==> config.mk <==
export PLATFORM = sky130hd
export DESIGN_NAME = imem_ctrl
export DESIGN_NICKNAME = d
export VERILOG_FILES = /design/src/rtl/riscv_pkg.sv /design/src/rtl/imem_wr_burst.sv /design/src/rtl/imem_ctrl.sv
export SDC_FILE = /design/constraint.sdc
export NUM_CORES = 1
export LEC_CHECK = 0
export CORE_MARGIN = 5
export CORE_UTILIZATION = 35
export DETAILED_ROUTE_END_ITERATION = 10
export GPL_ROUTABILITY_DRIVEN = 1
export PLACE_DENSITY = 0.69
export SYNTH_ARGS = -nofsm -noshare
export SYNTH_HDL_FRONTEND = slang
export SYNTH_HIERARCHICAL = 1
export SYNTH_SLANG_ARGS = --single-unit
==> constraint.sdc <==
create_clock -name clk -period 3.3 [get_ports clk]
set_input_delay 0.825 -clock clk [delete_from_list [all_inputs] [get_ports clk]]
set_output_delay 0.825 -clock clk [all_outputs]
set_load 0.005 [all_outputs]
==> src/rtl/riscv_pkg.sv <==
// Shared definitions for the instruction-memory access controller.
//   imem_state_t : controller FSM states
//   NOP_INSTR    : instruction returned on a faulted fetch (addi x0, x0, 0)
//   addr_ok()    : word-aligned and a full word fits inside a memory of `bytes` bytes
package riscv_pkg;

  typedef enum logic [1:0] {
    StIdle,
    StRd,
    StRsp,
    StWr
  } imem_state_t;

  localparam logic [31:0] NOP_INSTR = 32'h0000_0013;

  // Checked on the full 32-bit address so high bits cannot alias into range.
  function automatic logic addr_ok(input logic [31:0] addr, input int unsigned bytes);
    return (addr[1:0] == 2'b00) && (addr <= (bytes - 32'd4));
  endfunction

endpackage

==> src/rtl/imem_wr_burst.sv <==
// Serializes one 32-bit word into four consecutive big-endian byte writes.
// Ports:
//   clk, resetn : clock, asynchronous active-low reset
//   start       : latch base/word and begin a burst (only while idle)
//   base        : byte address of the word (MSB goes here)
//   word        : word to write
//   we          : registered byte write enable, high for exactly 4 cycles
//   addr, wdata : registered byte address / data, base+bcnt and word byte (3-bcnt)
//   done        : last byte of the burst is on the bus this cycle
module imem_wr_burst #(
  parameter int unsigned ADDR_W = 6
) (
  input  logic              clk,
  input  logic              resetn,
  input  logic              start,
  input  logic [ADDR_W-1:0] base,
  input  logic [31:0]       word,
  output logic              we,
  output logic [ADDR_W-1:0] addr,
  output logic [7:0]        wdata,
  output logic              done
);

  logic [1:0]        bcnt_q;
  logic [1:0]        bcnt_nxt;
  logic [ADDR_W-1:0] base_q;
  // The MSB goes out in the start cycle, so only the low three bytes are kept.
  logic [23:0]       word_q;
  logic [7:0]        byte_nxt;

  assign bcnt_nxt = bcnt_q + 2'd1;
  assign done     = we & (bcnt_q == 2'd3);

  always_comb begin
    byte_nxt = word_q[7:0];
    unique case (bcnt_nxt)
      2'd1:    byte_nxt = word_q[23:16];
      2'd2:    byte_nxt = word_q[15:8];
      default: byte_nxt = word_q[7:0];
    endcase
  end

  always_ff @(posedge clk or negedge resetn) begin
    if (!resetn) begin
      bcnt_q <= 2'd0;
      base_q <= '0;
      word_q <= '0;
      we     <= 1'b0;
      addr   <= '0;
      wdata  <= 8'h00;
    end else if (start) begin
      bcnt_q <= 2'd0;
      base_q <= base;
      word_q <= word[23:0];
      we     <= 1'b1;
      addr   <= base;
      wdata  <= word[31:24];
    end else if (we) begin
      if (bcnt_q == 2'd3) begin
        we <= 1'b0;
      end else begin
        bcnt_q <= bcnt_nxt;
        addr   <= base_q + {{(ADDR_W-2){1'b0}}, bcnt_nxt};
        wdata  <= byte_nxt;
      end
    end
  end

endmodule

==> src/rtl/imem_ctrl.sv <==
// Single-port instruction-memory access controller shared by fetch and loader.
// Ports:
//   clk, resetn                      : clock, asynchronous active-low reset
//   load_en                          : program mode (loader owns the port, core held)
//   ld_valid/ld_ready/ld_addr/ld_data: loader word handshake
//   ld_err                           : one-cycle pulse for a dropped loader word
//   fetch_req/fetch_ready/fetch_addr : fetch handshake
//   fetch_valid/fetch_instr/fetch_fault : fetch response (valid pulses one cycle)
//   core_hold                        : core must not advance the PC
//   mem_addr/mem_we/mem_wdata/mem_re/mem_rdata : memory array port
module imem_ctrl #(
  parameter int unsigned MEM_BYTES = 64,
  parameter int unsigned ADDR_W    = $clog2(MEM_BYTES),
  parameter logic [31:0] NOP_INSTR = riscv_pkg::NOP_INSTR
) (
  input  logic              clk,
  input  logic              resetn,
  input  logic              load_en,
  input  logic              ld_valid,
  output logic              ld_ready,
  input  logic [31:0]       ld_addr,
  input  logic [31:0]       ld_data,
  output logic              ld_err,
  input  logic              fetch_req,
  output logic              fetch_ready,
  input  logic [31:0]       fetch_addr,
  output logic              fetch_valid,
  output logic [31:0]       fetch_instr,
  output logic              fetch_fault,
  output logic              core_hold,
  output logic [ADDR_W-1:0] mem_addr,
  output logic              mem_we,
  output logic [7:0]        mem_wdata,
  output logic              mem_re,
  input  logic [31:0]       mem_rdata
);

  import riscv_pkg::*;

  imem_state_t       state_q;
  logic              rd_fault_q;
  logic [ADDR_W-1:0] rd_addr_q;

  logic              ld_fire;
  logic              fetch_fire;
  logic              ld_ok;
  logic              fetch_ok;
  logic              bw_start;
  logic              bw_done;
  logic [ADDR_W-1:0] bw_addr;

  assign ld_ready    = (state_q == StIdle) & load_en;
  assign fetch_ready = (state_q == StIdle) & ~load_en;
  assign core_hold   = load_en | (state_q == StWr);

  assign ld_fire    = ld_valid & ld_ready;
  assign fetch_fire = fetch_req & fetch_ready;
  assign ld_ok      = addr_ok(ld_addr, MEM_BYTES);
  assign fetch_ok   = addr_ok(fetch_addr, MEM_BYTES);
  assign bw_start   = ld_fire & ld_ok;

  // Both address sources are registers; the burst owns the bus while it writes.
  assign mem_addr = mem_we ? bw_addr : rd_addr_q;

  imem_wr_burst #(
    .ADDR_W (ADDR_W)
  ) u_wr_burst (
    .clk    (clk),
    .resetn (resetn),
    .start  (bw_start),
    .base   (ld_addr[ADDR_W-1:0]),
    .word   (ld_data),
    .we     (mem_we),
    .addr   (bw_addr),
    .wdata  (mem_wdata),
    .done   (bw_done)
  );

  always_ff @(posedge clk or negedge resetn) begin
    if (!resetn) begin
      state_q     <= StIdle;
      rd_fault_q  <= 1'b0;
      rd_addr_q   <= '0;
      mem_re      <= 1'b0;
      ld_err      <= 1'b0;
      fetch_valid <= 1'b0;
      fetch_fault <= 1'b0;
      fetch_instr <= 32'h0;
    end else begin
      mem_re      <= 1'b0;
      ld_err      <= 1'b0;
      fetch_valid <= 1'b0;
      unique case (state_q)
        StIdle: begin
          if (ld_fire) begin
            if (ld_ok) state_q <= StWr;
            else       ld_err  <= 1'b1;
          end else if (fetch_fire) begin
            // A faulted fetch still walks RD/RSP so its latency matches a real read.
            state_q    <= StRd;
            rd_fault_q <= ~fetch_ok;
            if (fetch_ok) begin
              mem_re    <= 1'b1;
              rd_addr_q <= fetch_addr[ADDR_W-1:0];
            end
          end
        end
        StRd: state_q <= StRsp;
        StRsp: begin
          state_q     <= StIdle;
          fetch_valid <= 1'b1;
          fetch_fault <= rd_fault_q;
          fetch_instr <= rd_fault_q ? NOP_INSTR : mem_rdata;
        end
        StWr: begin
          if (bw_done) state_q <= StIdle;
        end
        default: state_q <= StIdle;
      endcase
    end
  end

endmodule

==> results.md <==
* Status: complete, no violations
* Area of the multi-input gates at 1770 um2
* Final period demand of the worst path at 2.95 ns
* Core footprint at 11900 um2
* Seq/Total Area, Yosys at 0.547
* Initial DRC count at 169
* CTS resizes at 0
* Die Height at 120 um
* Yosys warnings at 6
* Fin. max-slew vios at 0
* Vias at 3492
* Final WL at 11.9 mm
* Fillers at 1091
* Clock Tree Buf Depth at 2
* Root Buffer: clkbuf_16
* P&R area growth vs syn at 53.8%
* TritonCTS clock tree: yes
* Cell area after synthesis at 4210 um2
* CP Capture Type: output port
* Hold Vio Cnt, Final at 0
* Initial core utilization at 0.353
* Kind of critical path: in2out
* Worst Tran Pin Value at 1.01 ns
* Avg WL per Cell at 16.8 um
* Max_cap viols at 0
* Cells after Synth at 383
* Number of global-route vias before repair at 3762
* Total clock sinks at 92
* Worst-skew pair later-pin latency at 0.34 ns
* Congestion Overflow GR at 0
* Crit path required time at 2.47 ns
* Final period util at 0.895
* Slew headroom at 0.323
* Flop pwr share at 0.460
* Seq. cell area at 2300 um2
* First-pass GRT wire length at 19.3 mm
* H-tree depth at 3
* Drt first pass iters at 4
* Post-synth EDFFs at 0
* DRC violation count after routing at 0
* Critical path arrival at 2.13 ns
* Comb power frac at 0.179
* Power density over the cells at 412 nW/um2
* Placed Area at 6200 um2
* Nets at 699
* Clk_skew at 0.00620 ns
* CTS Buf Count at 9
* P_sw at 663 uW
* Ys flop type: dfrtp_1
* Final setup viols at 0
* Synth unique cells at 45
* Sw frac at 0.249
* Fmax at 339 MHz
* Syn Nets at 522
* Clock slew at reported path FFs at 0.06 ns
* Die area at 14300 um2
* Clock share of power at 0.362
* Total negative slack at 0 ns
* Worst Path Max Fanout at 4
* RSZ-0062 raised after global routing: false
* Worst reg2reg setup slack at 1.31 ns
* FFs w/ async S/R, synth at 1.00
* FP Rows at 40
* Share of layout cells above drive strength 1 at 0.119
* Antenna-violating nets left at 0
* Inserted Diodes at 0
* Post-CTS Setup Bufs at 0
* GRT Total Usage at 0.169
* CP Launch Type: input pin
* HPWL Detailed at 8.96 mm
* Leak pwr at 0.00274 uW
* Yosys reg bits at 92
* Antenna violations before repair at 0
* I/O Buffers at 186
* Final Cell Area at 6470 um2
* Maximum VDD drop at 0.000198 V
* Power Internal at 2010 uW
* Largest net degree at the start of global routing at 93
* Chip width at 120 um
* Hold Path Class: reg2reg
* Placer Congestion at 0.806
* I/O Pins at 187
* Syn Area/Cell at 11.0 um2
* CTS Hold Bufs at 0
* Vias/cell at 4.92
-- routing by layer --
layer | track usage | part of all wire | vias to the layer above
met5 | 0 | 0 | -
met4 | 0.0580 | 0.012 | 0
met3 | 0.0401 | 0.068 | 13
met2 | 0.270 | 0.47 | 139
met1 | 0.227 | 0.45 | 1652
li1 | - | - | 1688
-- Yosys cell counts (3+ instances only) --
library cell | n | area (um2)
nand2b_1 | 31 | 194
buf_4 | 3 | 22.5
ha_1 | 5 | 62.6
dfrtp_1 | 92 | 2300
inv_1 | 9 | 33.8
o21ai_0 | 39 | 195
a211oi_1 | 8 | 60.1
nor2_1 | 15 | 56.3
nand3b_1 | 3 | 22.5
nand4_1 | 3 | 18.8
buf_2 | 6 | 30.0
a22o_1 | 8 | 70.1
and2b_2 | 3 | 26.3
nand2_1 | 50 | 188
mux2i_1 | 3 | 30.0
mux2_2 | 36 | 405
clkbuf_1 | 13 | 48.8
o31ai_1 | 9 | 67.6
nor4_1 | 14 | 87.6
a21oi_1 | 3 | 15.0
-- final timing paths --
path	from	depth (start not counted)	to
worst max-delay path	load_en	3	fetch_ready
worst min-delay path	fetch_instr[25]	2	fetch_instr[25]
worst max register to register	state_q[1]	4	rd_addr_q[3]
worst min register to register	fetch_instr[25]	2	fetch_instr[25]
max in group asynchronous	resetn	2	u_wr_burst/base_q[0]
min in group asynchronous	resetn	2	fetch_instr[13]
-- power by group through the flow --
| stage | registers [uW] | logic [uW] | clock network [uW] |
|---|---|---|---|
| after detailed placement | 1250 | 481 | 0 |
| after CTS | 1230 | 484 | 996 |
| after global routing | 1240 | 527 | 1040 |
| after global placement | 1240 | 477 | 0 |
| after floorplan | 1230 | 194 | 0 |
| final | 1230 | 477 | 965 |
-- final cells by class --
type	count	area share
clock buffers	12	0.0412
clock inverters	2	0.00155
inverters	9	0.00522
multi-input cells	259	0.274
flip-flops and latches	92	0.356
well taps	147	0.0284
repair buffers	189	0.294
-- placed cells by master (no fill, tap or decap), drive strengths merged, types with 2 or more instances in the layout --
cell type / n
clkdlybuf4s50: 185
dfrtp: 92
nand2: 51
o21ai: 39
mux2: 36
nand2b: 32
nor2: 16
nor4: 15
clkbuf: 12
o31ai: 10
inv: 9
a22o: 8
a211oi: 8
ha: 5
buf: 4
nand4: 3
nand3b: 3
a21oi: 3
and2b: 3
mux2i: 3
a21o: 2
and2: 2
a211o: 2
clkinv: 2
nand3: 2
xnor2: 2
nor3: 2
-- critical path: stages --
cell	delay, ns
clkdlybuf4s50_1	0.47
nor3_2	0.27
clkdlybuf4s50_1	0.57
-- metrics by stage --
stage | power, uW | util | hold slack, ns | instances | setup WS, ns
global placement | 1720 | 0.520 | 0.463 | 696 | 0.297
floorplan | 1420 | - | 0.469 | 383 | 0.991
global route | 2800 | 0.544 | 0.504 | 710 | 0.275
finish | 2670 | 0.544 | 0.481 | 710 | 0.347
detailed placement | 1730 | 0.520 | 0.470 | 696 | 0.237
CTS | 2710 | 0.544 | 0.484 | 710 | 0.370
-- cells by family (layout without fill, tap and decap cells) --
family,after synthesis,after routing,share of synthesized area
multiplexers,39,39,0.103
adder cells (fa/ha/maj),6,6,0.0196
buffers and inverters,32,212,0.0348
XOR/XNOR,3,3,0.00624
flip-flops,92,92,0.547
AND/OR/NAND/NOR,135,135,0.173
AO/OA/AOI/OAI,76,76,0.116
-- registers in the layout (all words and copies together) (netlist names), 2 cells and up --
name               count
fetch_instr           32
rd_addr_q              6
state_q                2
u_wr_burst/addr        6
u_wr_burst/base_q      6
u_wr_burst/bcnt_q      2
u_wr_burst/wdata       8
u_wr_burst/word_q     24
Power figures use the tool's default switching activity.
==> edit: new RTL, config.mk and constraints unchanged <==
Encoding of `imem_state_t`: now Gray code (2 bits for 4 states).
--- a/src/rtl/riscv_pkg.sv
+++ b/src/rtl/riscv_pkg.sv
@@ -7,6 +7,6 @@
   typedef enum logic [1:0] {
-    StIdle,
-    StRd,
-    StRsp,
-    StWr
+    StIdle = 2'b00,
+    StRd   = 2'b01,
+    StRsp  = 2'b11,
+    StWr   = 2'b10
   } imem_state_t;
Behaviour: no difference found for any inputs over 10 cycles, from zero or initial values and one cycle with resetn low; not proved beyond that.
==> edit against the original RTL <==
- utilization is 0.20 points higher
- non-clock buffer count is 2 higher
- setup slack better by 0.039 ns
- synthesized area is 0.21% lower
- sequential cell count stayed put
- routed wire length is 4.2% lower
- cell area is 0.37% higher
- critical path type unchanged
- first-iteration DRC count is 24% higher
- largest cell class unchanged
- total power is 23% higher
==> edit: results (changes against the original RTL) <==
| Metric | Value |
|---|---|
| Layout cells sized above 1 | `0.111 (-0.00770)` |
| Top area cells in the synthesized netlist | `dfrtp_1 55%, mux2_2 8.6%, o21ai_0 5.0%` |
| R2R depth | `6 (+2)` |
| Non-clock buffers | `191 (+1.1%)` |
| Vias per inst | `4.87 (-1.0%)` |
| Pwr/cell area | `505 nW/µm² (+23%)` |
| Max stage delay on crit path | `0.52 ns (-0.05 ns)` |
| Synth Area in Compound Gates | `0.112 (-0.00423)` |
| Final clock-cell share | `0.0462 (+0.00350)` |
| NetSw | `832 µW (+25%)` |
| First-pass GRT wire length | `18500 µm (-4.4%)` |
| Logic inverters | `10 (+1)` |
| Leak | `0.00275 µW (+0.52%)` |
| Layout Nets | `701 (+0.29%)` |
| Syn Nets | `523 (+0.19%)` |
| Flip-flop and latch count | `92 (unchanged)` |
| Worst Path Max Fanout | `5 (+1)` |
| Sequential-to-total area share from yosys stat | `0.548 (+0.00114)` |
| Worst Hold End | `fetch_instr[27]` |
| R2r startpoint | `u_wr_burst/bcnt_q[0]` |
| Total Routing Usage GR | `0.159 (-0.0100)` |
| Pin count of the biggest net entering global routing | `67 (-28%)` |
| Filler cell count | `1082 (-0.82%)` |
| Status | `finished clean` |
| Worst reg-to-reg setup slack | `1.39 ns (+0.08 ns)` |
-- edit: kinds of logic after synthesis --
family / count (synthesis)
AO/OA/AOI/OAI: 75
XOR/XNOR: 3
adder cells (fa/ha/maj): 6
buffers and inverters: 34
flip-flops: 92
multiplexers: 39
AND/OR/NAND/NOR: 135
-- edit: layer usage --
metal	global-route usage	wire (µm)	up-vias
li1	-	-	1692
met1	0.214	5080	1645
met2	0.254	5540	121
met3	0.0358	661	12
met4	0.0573	148	0
met5	0	0	-
-- edit: how the worst max path moves through the flow --
stage / slack (ns) / endpoint
global route: 0.33 / ld_ready
CTS: 0.39 / core_hold
global placement: 0.24 / u_wr_burst/word_q[6]
floorplan: 0.88 / u_wr_burst/word_q[0]
detailed placement: 0.23 / u_wr_burst/word_q[15]
finish: 0.39 / core_hold
-- edit: worst max-delay path, delay by kind of cell --
| family | cells | cell delay, ns |
|---|---|---|
| buffers and inverters | 3 | 1.18 |
| AOI/OAI and AO/OA | 1 | 0.09 |
